===== src/rtl/if_stage_if.sv =====
// ---------------------------------------------------------------------------
// if_stage_if -- instruction memory bus between the fetch stage and memory.
//
// Signals:
//   imem_req   fetch -> mem   request strobe, held until imem_ack
//   imem_addr  fetch -> mem   word-aligned fetch address, stable while pending
//   imem_ack   mem -> fetch   response strobe; imem_rdata valid in that cycle
//   imem_rdata mem -> fetch   fetched instruction word
//
// Modports:
//   master  fetch stage side (drives request/address)
//   slave   memory side (drives ack/data)
// ---------------------------------------------------------------------------
interface if_stage_if;
    logic        imem_req;
    logic [31:0] imem_addr;
    logic        imem_ack;
    logic [31:0] imem_rdata;

    modport master (
        output imem_req,
        output imem_addr,
        input  imem_ack,
        input  imem_rdata
    );

    modport slave (
        input  imem_req,
        input  imem_addr,
        output imem_ack,
        output imem_rdata
    );
endinterface


===== src/rtl/if_stage.sv =====
// ---------------------------------------------------------------------------
// if_stage -- instruction fetch stage with IF/ID pipeline register.
//
// Fetches sequential words from instruction memory over a req/ack bus, one
// instruction per acknowledged cycle, and presents them to decode through a
// registered IF/ID stage. A one-entry hold buffer absorbs a response that
// arrives while decode is stalled on an occupied IF/ID register. Redirects
// from execute flush IF/ID and the hold buffer; a response still in flight
// for the old path is drained and dropped before fetching the new target.
//
// Ports:
//   clk          clock, rising-edge
//   rst_n        asynchronous active-low reset
//   bus          instruction memory bus (if_stage_if.master)
//   stall        decode cannot accept; IF/ID outputs are held
//   redirect     taken branch / flush from execute (highest priority)
//   redirect_pc  new fetch target, bits [1:0] ignored
//   id_valid     IF/ID register holds a valid instruction
//   id_instr     registered instruction word
//   id_pc4       address of id_instr plus 4
//   id_opcode    id_instr[31:26], combinational, to decode control
// ---------------------------------------------------------------------------
module if_stage #(
    parameter logic [31:0] RESET_PC = 32'h0000_0000
) (
    input  logic               clk,
    input  logic               rst_n,
    if_stage_if.master         bus,
    input  logic               stall,
    input  logic               redirect,
    input  logic        [31:0] redirect_pc,
    output logic               id_valid,
    output logic        [31:0] id_instr,
    output logic        [31:0] id_pc4,
    output logic        [5:0]  id_opcode
);

    localparam logic [31:0] RESET_PC_ALIGNED = RESET_PC & 32'hFFFF_FFFC;

    typedef enum logic [1:0] {
        FETCH   = 2'd0,
        HOLD    = 2'd1,
        DISCARD = 2'd2
    } state_t;

    state_t state, state_nxt;

    // Fetch-side state (p0): program counter, address of a response being
    // drained after a redirect, and the one-entry hold buffer.
    logic [31:0] pc_p0, pc_nxt;
    logic [31:0] disc_addr_p0, disc_addr_nxt;
    logic [31:0] hold_instr_p0, hold_pc4_p0;
    logic        hold_load;

    // IF/ID register (p1).
    logic        vld_p1, vld_nxt;
    logic [31:0] instr_p1, instr_nxt;
    logic [31:0] pc4_p1, pc4_nxt;

    logic [31:0] pc_plus4;
    logic [31:0] redirect_tgt;
    logic        can_load;

    assign pc_plus4     = pc_p0 + 32'd4;   // wraps modulo 2^32
    assign redirect_tgt = redirect_pc & 32'hFFFF_FFFC;
    assign can_load     = !vld_p1 || !stall;

    // The reset term keeps the request low while rst_n is asserted even
    // though the state register already sits in FETCH.
    assign bus.imem_req  = rst_n && (state != HOLD);
    // DISCARD keeps presenting the abandoned address until its ack arrives,
    // while pc_p0 already points at the redirect target.
    assign bus.imem_addr = (state == DISCARD) ? disc_addr_p0 : pc_p0;

    assign id_valid  = vld_p1;
    assign id_instr  = instr_p1;
    assign id_pc4    = pc4_p1;
    assign id_opcode = instr_p1[31:26];

    always_ff @(posedge clk or negedge rst_n) begin
        if (!rst_n) begin
            state <= FETCH;
        end else begin
            state <= state_nxt;
        end
    end

    always_comb begin
        state_nxt     = state;
        pc_nxt        = pc_p0;
        disc_addr_nxt = disc_addr_p0;
        hold_load     = 1'b0;
        // An accepted instruction leaves IF/ID unless something new loads.
        vld_nxt       = vld_p1 && stall;
        instr_nxt     = instr_p1;
        pc4_nxt       = pc4_p1;

        if (redirect) begin
            vld_nxt = 1'b0;
            pc_nxt  = redirect_tgt;
            unique case (state)
                FETCH: begin
                    if (!bus.imem_ack) begin
                        state_nxt     = DISCARD;
                        disc_addr_nxt = pc_p0;
                    end
                end
                HOLD: begin
                    state_nxt = FETCH;
                end
                DISCARD: begin
                    if (bus.imem_ack) begin
                        state_nxt = FETCH;
                    end
                end
                default: begin
                    state_nxt = FETCH;
                end
            endcase
        end else begin
            unique case (state)
                FETCH: begin
                    if (bus.imem_ack) begin
                        pc_nxt = pc_plus4;
                        if (can_load) begin
                            vld_nxt   = 1'b1;
                            instr_nxt = bus.imem_rdata;
                            pc4_nxt   = pc_plus4;
                        end else begin
                            hold_load = 1'b1;
                            state_nxt = HOLD;
                        end
                    end
                end
                HOLD: begin
                    if (!stall) begin
                        vld_nxt   = 1'b1;
                        instr_nxt = hold_instr_p0;
                        pc4_nxt   = hold_pc4_p0;
                        state_nxt = FETCH;
                    end
                end
                DISCARD: begin
                    if (bus.imem_ack) begin
                        state_nxt = FETCH;
                    end
                end
                default: begin
                    state_nxt = FETCH;
                end
            endcase
        end
    end

    // Stage p0 -> p1 boundary: fetch state and IF/ID register.
    always_ff @(posedge clk or negedge rst_n) begin
        if (!rst_n) begin
            pc_p0        <= RESET_PC_ALIGNED;
            disc_addr_p0 <= RESET_PC_ALIGNED;
            vld_p1       <= 1'b0;
            instr_p1     <= 32'd0;
            pc4_p1       <= 32'd0;
        end else begin
            pc_p0        <= pc_nxt;
            disc_addr_p0 <= disc_addr_nxt;
            vld_p1       <= vld_nxt;
            instr_p1     <= instr_nxt;
            pc4_p1       <= pc4_nxt;
        end
    end

    // Hold buffer payload; its validity is implied by state == HOLD.
    always_ff @(posedge clk) begin
        if (hold_load) begin
            hold_instr_p0 <= bus.imem_rdata;
            hold_pc4_p0   <= pc_plus4;
        end
    end

endmodule


===== src/flat_wrapper.sv =====
// flat-port wrapper written by rule: the top's interface ports become plain ports
module if_stage_flat 
#(
    parameter logic [31:0] RESET_PC = 32'h0000_0000
)
  (clk, rst_n, stall, redirect, redirect_pc, id_valid, id_instr, id_pc4, id_opcode, bus_imem_req, bus_imem_addr, bus_imem_ack, bus_imem_rdata);
  if_stage_if bus_i ();
  input  logic clk;
  input  logic rst_n;
  input  logic stall;
  input  logic redirect;
  input  logic        [31:0] redirect_pc;
  output logic id_valid;
  output logic        [31:0] id_instr;
  output logic        [31:0] id_pc4;
  output logic        [5:0] id_opcode;
  output wire logic [$bits(bus_i.imem_req)-1:0] bus_imem_req;
  output wire logic [$bits(bus_i.imem_addr)-1:0] bus_imem_addr;
  input wire logic [$bits(bus_i.imem_ack)-1:0] bus_imem_ack;
  input wire logic [$bits(bus_i.imem_rdata)-1:0] bus_imem_rdata;
  assign bus_imem_req = bus_i.imem_req;
  assign bus_imem_addr = bus_i.imem_addr;
  assign bus_i.imem_ack = bus_imem_ack;
  assign bus_i.imem_rdata = bus_imem_rdata;
  if_stage #(.RESET_PC(RESET_PC)) u_core (.clk(clk), .rst_n(rst_n), .bus(bus_i), .stall(stall), .redirect(redirect), .redirect_pc(redirect_pc), .id_valid(id_valid), .id_instr(id_instr), .id_pc4(id_pc4), .id_opcode(id_opcode));
endmodule

===== config.mk =====
export PLATFORM = sky130hd
export DESIGN_NAME = if_stage_flat
export DESIGN_NICKNAME = d
export VERILOG_FILES = /design/src/rtl/if_stage_if.sv /design/src/rtl/if_stage.sv /design/src/flat_wrapper.sv
export SDC_FILE = /design/constraint.sdc
export NUM_CORES = 1
export LEC_CHECK = 0
export CAP_MARGIN = 20
export CORE_MARGIN = 1.5
export CORE_UTILIZATION = 48
export CTS_BUF_LIST = sky130_fd_sc_hd__clkbuf_8
export CTS_CLUSTER_DIAMETER = 120
export DETAILED_ROUTE_END_ITERATION = 10
export HOLD_SLACK_MARGIN = 0.03
export PLACE_DENSITY = 0.88
export SLEW_MARGIN = 5
export SYNTH_ARGS = -nofsm -noshare
export SYNTH_HDL_FRONTEND = slang
export SYNTH_SLANG_ARGS = --single-unit

===== constraint.sdc =====
create_clock -name clk -period 6.3 [get_ports clk]
set_clock_uncertainty 0.15 [all_clocks]
set_input_delay 1.26 -clock clk [delete_from_list [all_inputs] [get_ports clk]]
set_output_delay 1.26 -clock clk [all_outputs]
set_load 0.05 [all_outputs]

======== Word-level counts from Yosys, hierarchy flattened ========
Index checks and enable logic that the tools add are counted.
cells by class
  eq/ne operators ......................... 10
  $add $sub $neg .......................... 1
  reductions and logical operators ........ 13
  muxes and demuxes ....................... 29
  bitwise gates (word level) .............. 2
operators with widths
  cell                                                                      number
  32-bit two-way mux                                                        10
  32-bit case mux with 2 select lines                                       2
  32-bit by 3-bit adder with 32-bit output (second input constant)          1
  2-bit two-way mux                                                         6
  3-bit inequality test (second input constant)                             4
  1-bit two-way mux                                                         8
  2-bit case mux with 3 select lines                                        1
  2-bit nonzero test                                                        3
  5-bit AND reduction                                                       1
  2-bit by 1-bit inequality test with 1-bit output (second input constant)  2
  2-bit inequality test (second input constant)                             2
  2-bit case mux with 2 select lines                                        1
  4-bit AND reduction                                                       1
  3-bit AND reduction                                                       1
  2-bit by 1-bit == test with 1-bit output (second input constant)          1
  2-bit == test (second input constant)                                     1
  1-bit logical AND                                                         2
  1-bit logical NOT                                                         2
  2-bit logical NOT                                                         1
  1-bit NOT                                                                 2
  1-bit case mux with 2 select lines                                        1
  2-bit AND reduction                                                       1
  1-bit logical OR                                                          1
word-level totals
  word-level logic and storage cells ...... 63
  input bits .............................. 69
  register bits ........................... 195

======== Depth between registers and ports, before layout ========
Gate-level depths: netlist of run 1.
  depth in word-level cells ............... 6
  depth in mapped cells ................... 8

======== Least setup slack after synthesis of run 1 ========
Ideal clock, no wire load.
  path type ............................... input -> register
  start point ............................. input bus_imem_ack
  end point ............................... register u_core.hold_instr_p0[0] (enable)
  setup time .............................. 0.558 ns
  buffers on the path ..................... 1
  data required time ...................... 5.592 ns
  stages .................................. 3
  data arrival time ....................... 5.997 ns
  setup slack ............................. -0.405 ns
  path through ............................ or3b_1 -> buf_2 -> nor3_1
on the way
  word-level cells in the longest chain between the ends .. 3
RTL lines
  what                    line                RTL
  start: declaration      flat_wrapper.sv:19  input wire logic [$bits(bus_i.imem_ack)-1:0] bus_imem_ack;
  1-bit two-way mux       if_stage.sv:123     if (bus.imem_ack) begin
  1-bit two-way mux       if_stage.sv:121     unique case (state)
  1-bit two-way mux       if_stage.sv:98      if (redirect) begin
  net u_core.hold_load    if_stage.sv:53      logic hold_load;
  end signal: assignment  if_stage.sv:175     hold_instr_p0 <= bus.imem_rdata;
  end: declaration        if_stage.sv:52      logic [31:0] hold_instr_p0, hold_pc4_p0;
The timed path passes the listed nets, and every way through them passes these cells.
A chain may end at the register's enable or synchronous reset.

======== Final worst setup path of run 1 ========
  start point ............................. register u_core.state[1]
  end point ............................... output bus_imem_addr[31]
on the way
  word-level cells in the longest chain between the ends .. 2
RTL lines
  what                      line                RTL
  start: declaration        if_stage.sv:46      state_t state, state_nxt;
  start signal: assignment  if_stage.sv:84      state <= state_nxt;
  2-bit == test             if_stage.sv:73      assign bus.imem_addr = (state == DISCARD) ? disc_addr_p0 : pc_p0;
  32-bit two-way mux        if_stage.sv:73
  end: declaration          flat_wrapper.sv:18  output wire logic [$bits(bus_i.imem_addr)-1:0] bus_imem_addr;
No other way between the ends.

==> qor.txt, run 1 <==
# diodes: 0
H-tree Lvls: 4
Max_cap viols: 0
P&R area growth vs syn: 24.5%
Post-CTS Setup Inserts: 0
Total track usage: 21.5%
1st-iter DRT viols: 510
Clock latency on the worst-skew pair: 0.46 ns
Fillers: 1445
Core Util, Final: 60.7%
Rel. slew slack: 39.7%
Residual DRC: 0
Worst Tran Pin Value: 0.898 ns
Peak Freq: 242 MHz
Critical path required time: 4.89 ns
Async set-reset flop share out of synthesis: 66.8%
Largest net degree at the start of global routing: 66
Commonest cells after routing, fill and taps aside: clkdlybuf4s50_1 (164), nand2_1 (133), dfrtp_1 (125), nor2_1 (63), edfxtp_1 (62)
Vias in the first global route: 5995
Cell family with most CP delay: buffers and inverters
Most common cell after layout, fill and taps aside: clkdlybuf4s50_1
Crit path launch: u_core.state[1]
Post-synth top flop: dfrtp_1
RSZ-0062 raised after global routing: no
CP max FO: 31
Crit start category: flip-flop
CTS Root Cell: clkbuf_8
Grt ovf: 0
HPWL after DPL: 13.6 mm
Share of cells above drive strength 1: 12.6%
Slowest cell on the critical path: clkdlybuf4s50_1
Leakage: 4.30 nW
Vias post-DR: 6358
First-pass GRT wire length: 31.3 mm
Syn Area/Cell: 11.0 sq um
Die X: 138 microns
Tmin final: 4.13 ns
Max incr delay on CP: 0.71 ns
I/O pins: 173
Max-slew violations: 0
#FFs+latches synth: 187
Outcome: complete, no violations
PwrDens: 324 nW/um^2
Cts hold-fix bufs: 0
Reg clk slew, reported paths: 0.08 ns
Inserted Clock Buffers: 17
PostCTS Resize Cnt: 0
Die Ht: 138 microns
Drt pass-1 iters: 5
Vias per inst: 5.50
Setup Crit Path Kind: flip-flop to primary output
Site Rows: 49
Sequential-to-total area share from yosys stat: 57.2%
Cells after Synth: 794
Crit. End Element: primary output
CTS tree: done
Critical Path AT: 2.72 ns
Routed wire length: 20.1 mm
Ys Warns: 0
Hold Vio Cnt, Final: 0
Antenna violations before repair: 0
Overall Power: 0.00351 W
I/O Buffers: 166
Multi-input logic area: 3380 sq um
Post-synthesis cell area: 8720 sq um
Distinct cells, synth: 53
Hold Path Class: flip-flop to flip-flop
Starting Density: 48.7%
Crit-path cells: nor2b_2 > buf_4 > mux2_2 > clkdlybuf4s50_1
Critical R2R Launch: u_core.pc_p0[4]
Reg area: 4990 sq um
Gp weighted congestion: 0.844
Setup Viol. Count Final: 0
Post-synth EDFFs: 62
Final Cycle Share: 65.6%
Routed Antenna Nets: 0
Hold path startpoint: u_core.id_pc4[13]
Setup_tns: 0 ns
Clock Path Buffers: 2
Core area: 17900 sq um
Nets: 984
Die area: 19000 sq um
WL per Instance: 17.4 microns
Clock sinks: 187
Worst path bufs/invs: 2
VDD IR max: 0.196 mV
[cell families after synthesis]
kind of cell | synth area share [%]
other | 0.0430
adders and majority gates | 0.143
AOI/OAI and AO/OA | 7.70
DFF | 57.2
muxes | 8.30
buffers and inverters | 4.52
and+or+nand+nor | 16.4
xor gates and xnor gates | 5.69
[metal layers]
metal	track usage (%)	vias up	share of wire, %
met5	0	-	0
li1	-	3007	-
met4	6.25	0	1.2
met3	4.71	22	6.5
met2	34.4	212	48
met1	29.5	3117	44
[state kept, by name, indices dropped and copies added (netlist names)]
signal and flops:
u_core.disc_addr_p0 30, u_core.hold_instr_p0 32, u_core.hold_pc4_p0 30, u_core.id_instr 32, u_core.id_pc4 30, u_core.id_valid 1
u_core.pc_p0 30, u_core.state 2
[per-stage QoR]
stage,area [sq um],cells,hold WS [ns],worst slack (ns)
6_report,10900,1156,0.334,2.17
4_1_cts,10900,1156,0.345,2.14
2_1_floorplan,8740,797,0.325,1.51
3_5_place_dp,10400,1124,0.324,2.22
3_3_place_gp,10400,1122,0.318,2.25
5_1_grt,10900,1156,0.370,2.09
[path summary, 6_finish.rpt]
path                            slack [ns]             endpoint  cells past startpoint
worst min register to register        0.33    u_core.id_pc4[13]                      2
worst max-delay path                  2.17    bus_imem_addr[31]                      4
worst min-delay path                  0.33    u_core.id_pc4[13]                      2
min in group asynchronous             0.58  u_core.id_instr[23]                      1
max in group asynchronous             3.79     u_core.pc_p0[20]                      3
worst max register to register        3.54    u_core.id_pc4[29]                      5
[report_power, final]
| part | switching, W | leakage, nW | internal, W |
|---|---|---|---|
| logic | 0.000698 | 2.02 | 0.000401 |
| clock network | 0.000415 | 0.225 | 0.000467 |
| registers | 0.000122 | 2.06 | 0.00141 |
[worst min-delay path: stages, from the launching register on]
cell and delay [ns]:
dfrtp_1 0.35, nand2_1 0.05, o21ai_0 0.06
[synth_stat cells, types with 2 or more instances]
| cell | count | area (sq um) |
|---|---|---|
| mux2_2 | 59 | 664 |
| nor4b_1 | 2 | 17.5 |
| nor2_1 | 63 | 236 |
| clkbuf_1 | 34 | 128 |
| buf_1 | 2 | 7.51 |
| nor3b_1 | 2 | 15.0 |
| a21oi_1 | 4 | 20.0 |
| buf_4 | 12 | 90.1 |
| a31oi_1 | 33 | 206 |
| nand2_1 | 133 | 499 |
| dfrtp_1 | 125 | 3130 |
| xnor2_1 | 22 | 193 |
| o211ai_1 | 2 | 15.0 |
| nor4_4 | 2 | 42.5 |
| nor3_1 | 15 | 75.1 |
| inv_1 | 2 | 7.51 |
| xor2_1 | 31 | 272 |
| nand4_1 | 12 | 75.1 |
| nand2b_1 | 2 | 12.5 |
| edfxtp_1 | 62 | 1860 |
| buf_2 | 29 | 145 |
| o21ai_1 | 8 | 40.0 |
| mux2i_1 | 6 | 60.1 |
| and2_1 | 2 | 12.5 |
| or3_1 | 3 | 18.8 |
| nand3_2 | 2 | 20.0 |
| nand3_1 | 17 | 85.1 |
| a221o_1 | 14 | 140 |
| o21ai_0 | 43 | 215 |
| and3_1 | 21 | 131 |
| and4_1 | 6 | 52.6 |
| nor2b_1 | 3 | 18.8 |
[final cells by class]
cell class / count / area share, %
inverters: 2 / 0.0691
well taps: 229 / 2.64
clock inverters: 15 / 1.90
repair buffers: 177 / 16.1
clock buffers: 17 / 2.15
flip-flops and latches: 187 / 45.9
multi-input cells: 529 / 31.1
Note: power is estimated with default switching activity, not from simulation.
==> run 2, diff against run 1 <==
--- a/config.mk
+++ b/config.mk
@@ -7,7 +7,7 @@
 export LEC_CHECK = 0
 export CAP_MARGIN = 20
 export CORE_MARGIN = 1.5
-export CORE_UTILIZATION = 48
+export CORE_UTILIZATION = 50
 export CTS_BUF_LIST = sky130_fd_sc_hd__clkbuf_8
 export CTS_CLUSTER_DIAMETER = 120
 export DETAILED_ROUTE_END_ITERATION = 10
==> constraint.sdc (replaced) <==
create_clock -name clk -period 4.3 [get_ports clk]
set_clock_uncertainty 0.15 [all_clocks]
set_input_delay 0.86 -clock clk [delete_from_list [all_inputs] [get_ports clk]]
set_output_delay 0.86 -clock clk [all_outputs]
set_load 0.05 [all_outputs]
==> run 2 against run 1 <==
Flip-flop and latch count is the same. Core utilization grew 2.4 points. Non-clock buffer count shrank 1. Clock power grew 36%. Largest cell class unchanged. Count of clock-buffer cells in the layout grew 1. Register-to-register slack lost 2.1 ns. Die area shrank 3.9%. Critical path depth is the same. Total power grew 44%. Sequential share of layout area grew 0.11 points. Via count grew 0.27%.
==> qor.txt, run 2 (synthesis gave the netlist of run 1 again) <==
Max-slew violations: 0 (unchanged)
Leakage: 4.29 nW (-0.25%)
Post-CTS Setup Inserts: 0 (unchanged)
GRT met1 Usage: 31.3% (+1.8 points)
Clock latency on the worst-skew pair: 0.46 ns (about the same)
Most common cell after layout, fill and taps aside: clkdlybuf4s50_1
Cts hold-fix bufs: 0 (unchanged)
HPWL after DPL: 13.5 mm (-1.0%)
Max_cap viols: 0 (unchanged)
Peak Freq: 268 MHz
Inserted Clock Buffers: 17 (unchanged)
1st-iter DRT viols: 462 (-9.4%)
I/O pins: 173 (unchanged)
Post-route insts no fill: 1151 (-0.43%)
H-tree Lvls: 4 (unchanged)
Worst Tran Pin Value: 0.956 ns (+0.0579 ns)
Die area: 18200 sq um (-3.9%)
Setup Viol. Count Final: 0 (unchanged)
Share of cells above drive strength 1: 12.7% (+0.12 points)
Crit. End Element: primary output
Rel. slew slack: 36.0% (-3.6 points)
Vias post-DR: 6375 (+0.27%)
I/O Buffers: 166 (unchanged)
CTS tree: done
CTS Root Cell: clkbuf_8
Critical Path AT: 2.73 ns (about the same)
Crit start category: flip-flop
Vias per inst: 5.54 (+0.70%)
Routed Antenna Nets: 0 (unchanged)
Tmin final: 3.74 ns
Drt pass-1 iters: 5 (unchanged)
Routed wire length: 20.0 mm (-0.61%)
Placed cells: 1119 (-0.44%)
Fillers: 1350 (-6.6%)
Antenna violations before repair: 0 (unchanged)
PwrDens: 466 nW/um^2 (+44%)
Outcome: complete, no violations
Die X: 135 microns (-2.0%)
M2 GR Usage: 35.9% (+1.5 points)
Reg area: 4990 sq um (unchanged)
First-pass GRT wire length: 32.1 mm (+2.4%)
Die Ht: 135 microns (-2.0%)
VDD IR max: 0.242 mV (+24%)
Hold Vio Cnt, Final: 0 (unchanged)
CP max FO: 31 (unchanged)
Setup_tns: 0 ns (unchanged)
Hold Path Class: flip-flop to flip-flop
WL per Instance: 17.4 microns (-0.18%)
Setup Crit Path Kind: flip-flop to primary output
Multi-input logic area: 3380 sq um (unchanged)
P&R area growth vs syn: 24.2%
RSZ-0062 raised after global routing: no
Grt ovf: 0 (unchanged)
Clock sinks: 187 (unchanged)
Largest net degree at the start of global routing: 126 (+91%)
Gp weighted congestion: 0.839 (-0.51%)
Commonest cells after routing, fill and taps aside: clkdlybuf4s50_1 (164), nand2_1 (133), dfrtp_1 (125), nor2_1 (63), edfxtp_1 (62)
# diodes: 0 (unchanged)
Site Rows: 48 (-2.0%)
Critical path required time: 3.29 ns (-1.60 ns)
Total track usage: 22.4% (+0.91 points)
PostCTS Resize Cnt: 0 (unchanged)
Starting Density: 50.8% (+2.1 points)
Gr busiest metal: met2
Final Cycle Share: 86.9%
Residual DRC: 0 (unchanged)
Vias in the first global route: 6141 (+2.4%)
Met3 GRT Util: 3.90% (-0.81 points)
Clock Path Buffers: 2 (unchanged)
Reg clk slew, reported paths: 0.09 ns (about the same)
Nets: 983 (-0.10%)
Core area: 17200 sq um (-4.1%)
run 2: cell count changes in the layout (fill, tap and decap cells not counted), sizes merged:
cell	delta
inv	-1
clkinv	+2
clkbuf	+1
buf	-1
bufinv	-2
run 2: layout make-up:
class	count	area share [%]
clock buffer	18	2.29
clock inverter	14	1.46
inverter	2	0.0693
multi-input combinational	529	31.2
sequential	187	46.1
tap	225	2.60
timing repair buffer	176	16.3
run 2: critical path, stage by stage, from the launching register on:
cell and delay, ns:
dfrtp_1 0.54, nor2b_2 0.21, buf_4 0.38, mux2_2 0.41, clkdlybuf4s50_1 0.70
run 2: routing by layer:
metal | vias to the layer above | share of wire (%)
met5 | - | 0
met2 | 220 | 48
met4 | 0 | 1.9
li1 | 3008 | -
met3 | 34 | 5.3
met1 | 3113 | 45
run 2: where the power goes:
group,switching (W),internal [W],total (W),leakage (nW)
registers,0.000177,0.00207,0.00224,2.06
logic,0.00102,0.000590,0.00161,2.02
clock network,0.000611,0.000584,0.00120,0.213
total,0.00181,0.00324,0.00505,4.29
run 2: worst paths after layout:
path                                       start                  to  slack, ns  depth (start not counted)
worst max-delay path             u_core.state[1]   bus_imem_addr[17]       0.56                          4
worst min-delay path            u_core.id_pc4[8]    u_core.id_pc4[8]       0.33                          2
worst max register to register   u_core.pc_p0[4]   u_core.id_pc4[29]       1.46                          5
worst min register to register  u_core.id_pc4[8]    u_core.id_pc4[8]       0.33                          2
max in group asynchronous                  rst_n    u_core.pc_p0[25]       3.04                          2
min in group asynchronous                  rst_n  u_core.id_instr[6]       0.37                          2
run 2: per-stage QoR:
stage | cell area (sq um) | power [W] | utilization, % | hold WS [ns] | worst slack, ns
global placement | 10400 | 0.00386 | 60.7 | 0.317 | 1.12
global route | 10800 | 0.00526 | 63.1 | 0.366 | 0.461
floorplan | 8750 | 0.00334 | - | 0.325 | 0.859
CTS | 10800 | 0.00509 | 63.1 | 0.342 | 0.547
finish | 10800 | 0.00505 | 63.1 | 0.335 | 0.562
detailed placement | 10400 | 0.00390 | 60.7 | 0.322 | 1.05
==> run 3, diff against run 2 <==
--- a/config.mk
+++ b/config.mk
@@ -6,13 +6,13 @@
 export NUM_CORES = 1
 export LEC_CHECK = 0
 export CAP_MARGIN = 20
-export CORE_MARGIN = 1.5
 export CORE_UTILIZATION = 50
 export CTS_BUF_LIST = sky130_fd_sc_hd__clkbuf_8
 export CTS_CLUSTER_DIAMETER = 120
 export DETAILED_ROUTE_END_ITERATION = 10
 export HOLD_SLACK_MARGIN = 0.03
 export PLACE_DENSITY = 0.88
+export REMOVE_ABC_BUFFERS = 1
 export SLEW_MARGIN = 5
 export SYNTH_ARGS = -nofsm -noshare
 export SYNTH_HDL_FRONTEND = slang
==> run 3 against run 2 <==
Critical path depth did not move. Via count up 0.52%. Core utilization up 1.8 points.
==> qor.txt, run 3 (synthesis gave the netlist of run 1 again) <==
Die area: 18000 sq um (-1.5%)
Grt ovf: 0 (unchanged)
First-pass GRT wire length: 32.1 mm (+0.13%)
Cell family with most CP delay: buffers and inverters
Int Pwr: 0.00341 W (+5.3%)
HPWL after DPL: 13.5 mm (about the same)
I/O Buffers: 166 (unchanged)
Outcome: complete, no violations
PostCTS Resize Cnt: 0 (unchanged)
Core area: 16800 sq um (-2.1%)
1st-iter DRT viols: 437 (-5.4%)
Crit. End Element: primary output
Peak Freq: 260 MHz (-2.7%)
Post-route insts no fill: 1149 (-0.17%)
CTS tree: done
H-tree Lvls: 4 (unchanged)
Total track usage: 23.0% (+0.61 points)
CP max FO: 26 (-16%)
Nets: 986 (+0.31%)
Clock latency on the worst-skew pair: 0.47 ns (about the same)
Final hold slack: 0.336 ns (+0.00108 ns)
Sequential power share: 43.1% (-1.3 points)
Clock sinks: 187 (unchanged)
Vias post-DR: 6408 (+0.52%)
Max_cap viols: 0 (unchanged)
CTS Root Cell: clkbuf_8
Max-slew violations: 0 (unchanged)
WP depth: 4 (unchanged)
Hold Path Class: primary input to async pin
Commonest cells after routing, fill and taps aside: clkdlybuf4s50_1 (164), nand2_1 (133), dfrtp_1 (125), nor2_1 (63), edfxtp_1 (62)
Share of cells above drive strength 1: 12.6% (-0.15 points)
Drt pass-1 iters: 6 (+1)
PwrDens: 478 nW/um^2 (+2.5%)
Antenna violations before repair: 0 (unchanged)
Vias in the first global route: 6097 (-0.72%)
Tmin final: 3.84 ns (+0.103 ns)
Fillers: 1321 (-2.1%)
Met2 wire length: 9.63 mm (+1.1%)
Cts hold-fix bufs: 0 (unchanged)
Sw power: 0.00180 W (-0.46%)
Inserted Clock Buffers: 17 (unchanged)
Place WS: 0.904 ns (-0.151 ns)
Logic pwr share: 31.0% (-0.9 points)
Core Util, Final: 64.9% (+1.8 points)
Sw frac: 34.5% (-1.3 points)
I/O pins: 173 (unchanged)
Reg clk slew, reported paths: 0.10 ns (about the same)
Starting Density: 51.9% (+1.1 points)
Routed wire length: 20.2 mm (+1.1%)
Site Rows: 47 (-2.1%)
Leakage: 4.34 nW (+1.3%)
Share of total power in the clock network: 25.9% (+2.2 points)
Multi-input logic area: 3380 sq um (-0.18%)
WL per Instance: 17.6 microns (+1.2%)
Crit start category: flip-flop
Worst path bufs/invs: 2 (unchanged)
Setup_tns: 0 ns (unchanged)
Final Cycle Share: 89.3% (+2.4 points)
Routed Antenna Nets: 0 (unchanged)
P&R area growth vs syn: 25.1%
RSZ-0062 raised after global routing: no
Reg area: 4990 sq um (unchanged)
Slowest cell on the critical path: clkdlybuf4s50_1
Most common cell after layout, fill and taps aside: clkdlybuf4s50_1
Setup WS post-layout: 0.458 ns (-0.103 ns)
Max incr delay on CP: 0.73 ns (+0.03 ns)
Setup Viol. Count Final: 0 (unchanged)
Residual DRC: 0 (unchanged)
Placed cells: 1116 (-0.27%)
Hold Vio Cnt, Final: 0 (unchanged)
Critical path required time: 3.29 ns (about the same)
Gp weighted congestion: 0.797 (-5.0%)
Die Ht: 134 microns (-0.74%)
Worst Tran Pin Value: 0.930 ns (-0.0259 ns)
Die X: 134 microns (-0.74%)
Crit-path cells: nor2b_2 > buf_12 > mux2_2 > clkdlybuf4s50_1
Critical Path AT: 2.83 ns (+0.10 ns)
Largest net degree at the start of global routing: 81 (-36%)
DR top layer: met4
Clock Path Buffers: 2 (unchanged)
FF-to-FF path depth: 5 (unchanged)
Setup Crit Path Kind: flip-flop to primary output
# diodes: 0 (unchanged)
Post-CTS Setup Inserts: 0 (unchanged)
Wl on met1: 8.96 mm (-0.57%)
Rel. slew slack: 37.5% (+1.5 points)
Vias per inst: 5.58 (+0.69%)
VDD IR max: 0.244 mV (+0.66%)
Met3 wire length: 1.22 mm (+16%)
==> run 3: cell count changes in the layout (fill, tap and decap cells not counted) <==
cell / delta
bufinv_16: +3
clkinv_2: -3
inv_1: +3
buf_4: +2
clkinvlp_4: -2
buf_12: -1
buf_16: +1
buf_6: +1
clkinv_1: +1
clkinv_4: -1
inv_6: -1
nor3_2: +1
nor3_4: -1
==> run 3: area by class of cell <==
cell class | instances | area share (%)
Clock buffer | 18 | 2.27
Multi-Input combinational cell | 529 | 30.9
Clock inverter | 14 | 1.97
Sequential cell | 187 | 45.7
Timing Repair Buffer | 179 | 16.5
Inverter | 2 | 0.0688
Tap cell | 220 | 2.52
==> run 3: stage by stage <==
| step | total power, W | cell area (sq um) |
|---|---|---|
| 6_report | 0.00521 | 10900 |
| 5_1_grt | 0.00542 | 10900 |
| 4_1_cts | 0.00525 | 10900 |
| 3_5_place_dp | 0.00390 | 10400 |
| 3_3_place_gp | 0.00386 | 10400 |
| 2_1_floorplan | 0.00329 | 8350 |
==> run 3: power groups by stage <==
| stage | combinational (W) | clock [W] | sequential (W) |
|---|---|---|---|
| after floorplan | 0.000557 | 0 | 0.00273 |
| after global placement | 0.00159 | 0 | 0.00227 |
| after detailed placement | 0.00162 | 0 | 0.00228 |
| after CTS | 0.00162 | 0.00138 | 0.00225 |
| after global routing | 0.00169 | 0.00145 | 0.00228 |
| final | 0.00161 | 0.00135 | 0.00225 |
==> run 3: final timing paths <==
path | startpoint | endpoint | slack (ns)
max reg2reg | u_core.pc_p0[4] | u_core.id_pc4[29] | 1.46
max | u_core.state[1] | bus_imem_addr[17] | 0.46
min reg2reg | u_core.id_pc4[11] | u_core.id_pc4[11] | 0.34
min | rst_n | u_core.pc_p0[30] | 0.34
max in group asynchronous | rst_n | u_core.id_instr[13] | 2.55
min in group clk | u_core.id_pc4[11] | u_core.id_pc4[11] | 0.34
==> run 3: metal layers <==
layer  GRT usage, %  up-vias
met2           37.2      245
li1               -     3015
met4           8.11        0
met3           4.08       35
met5              0        -
met1           31.4     3113
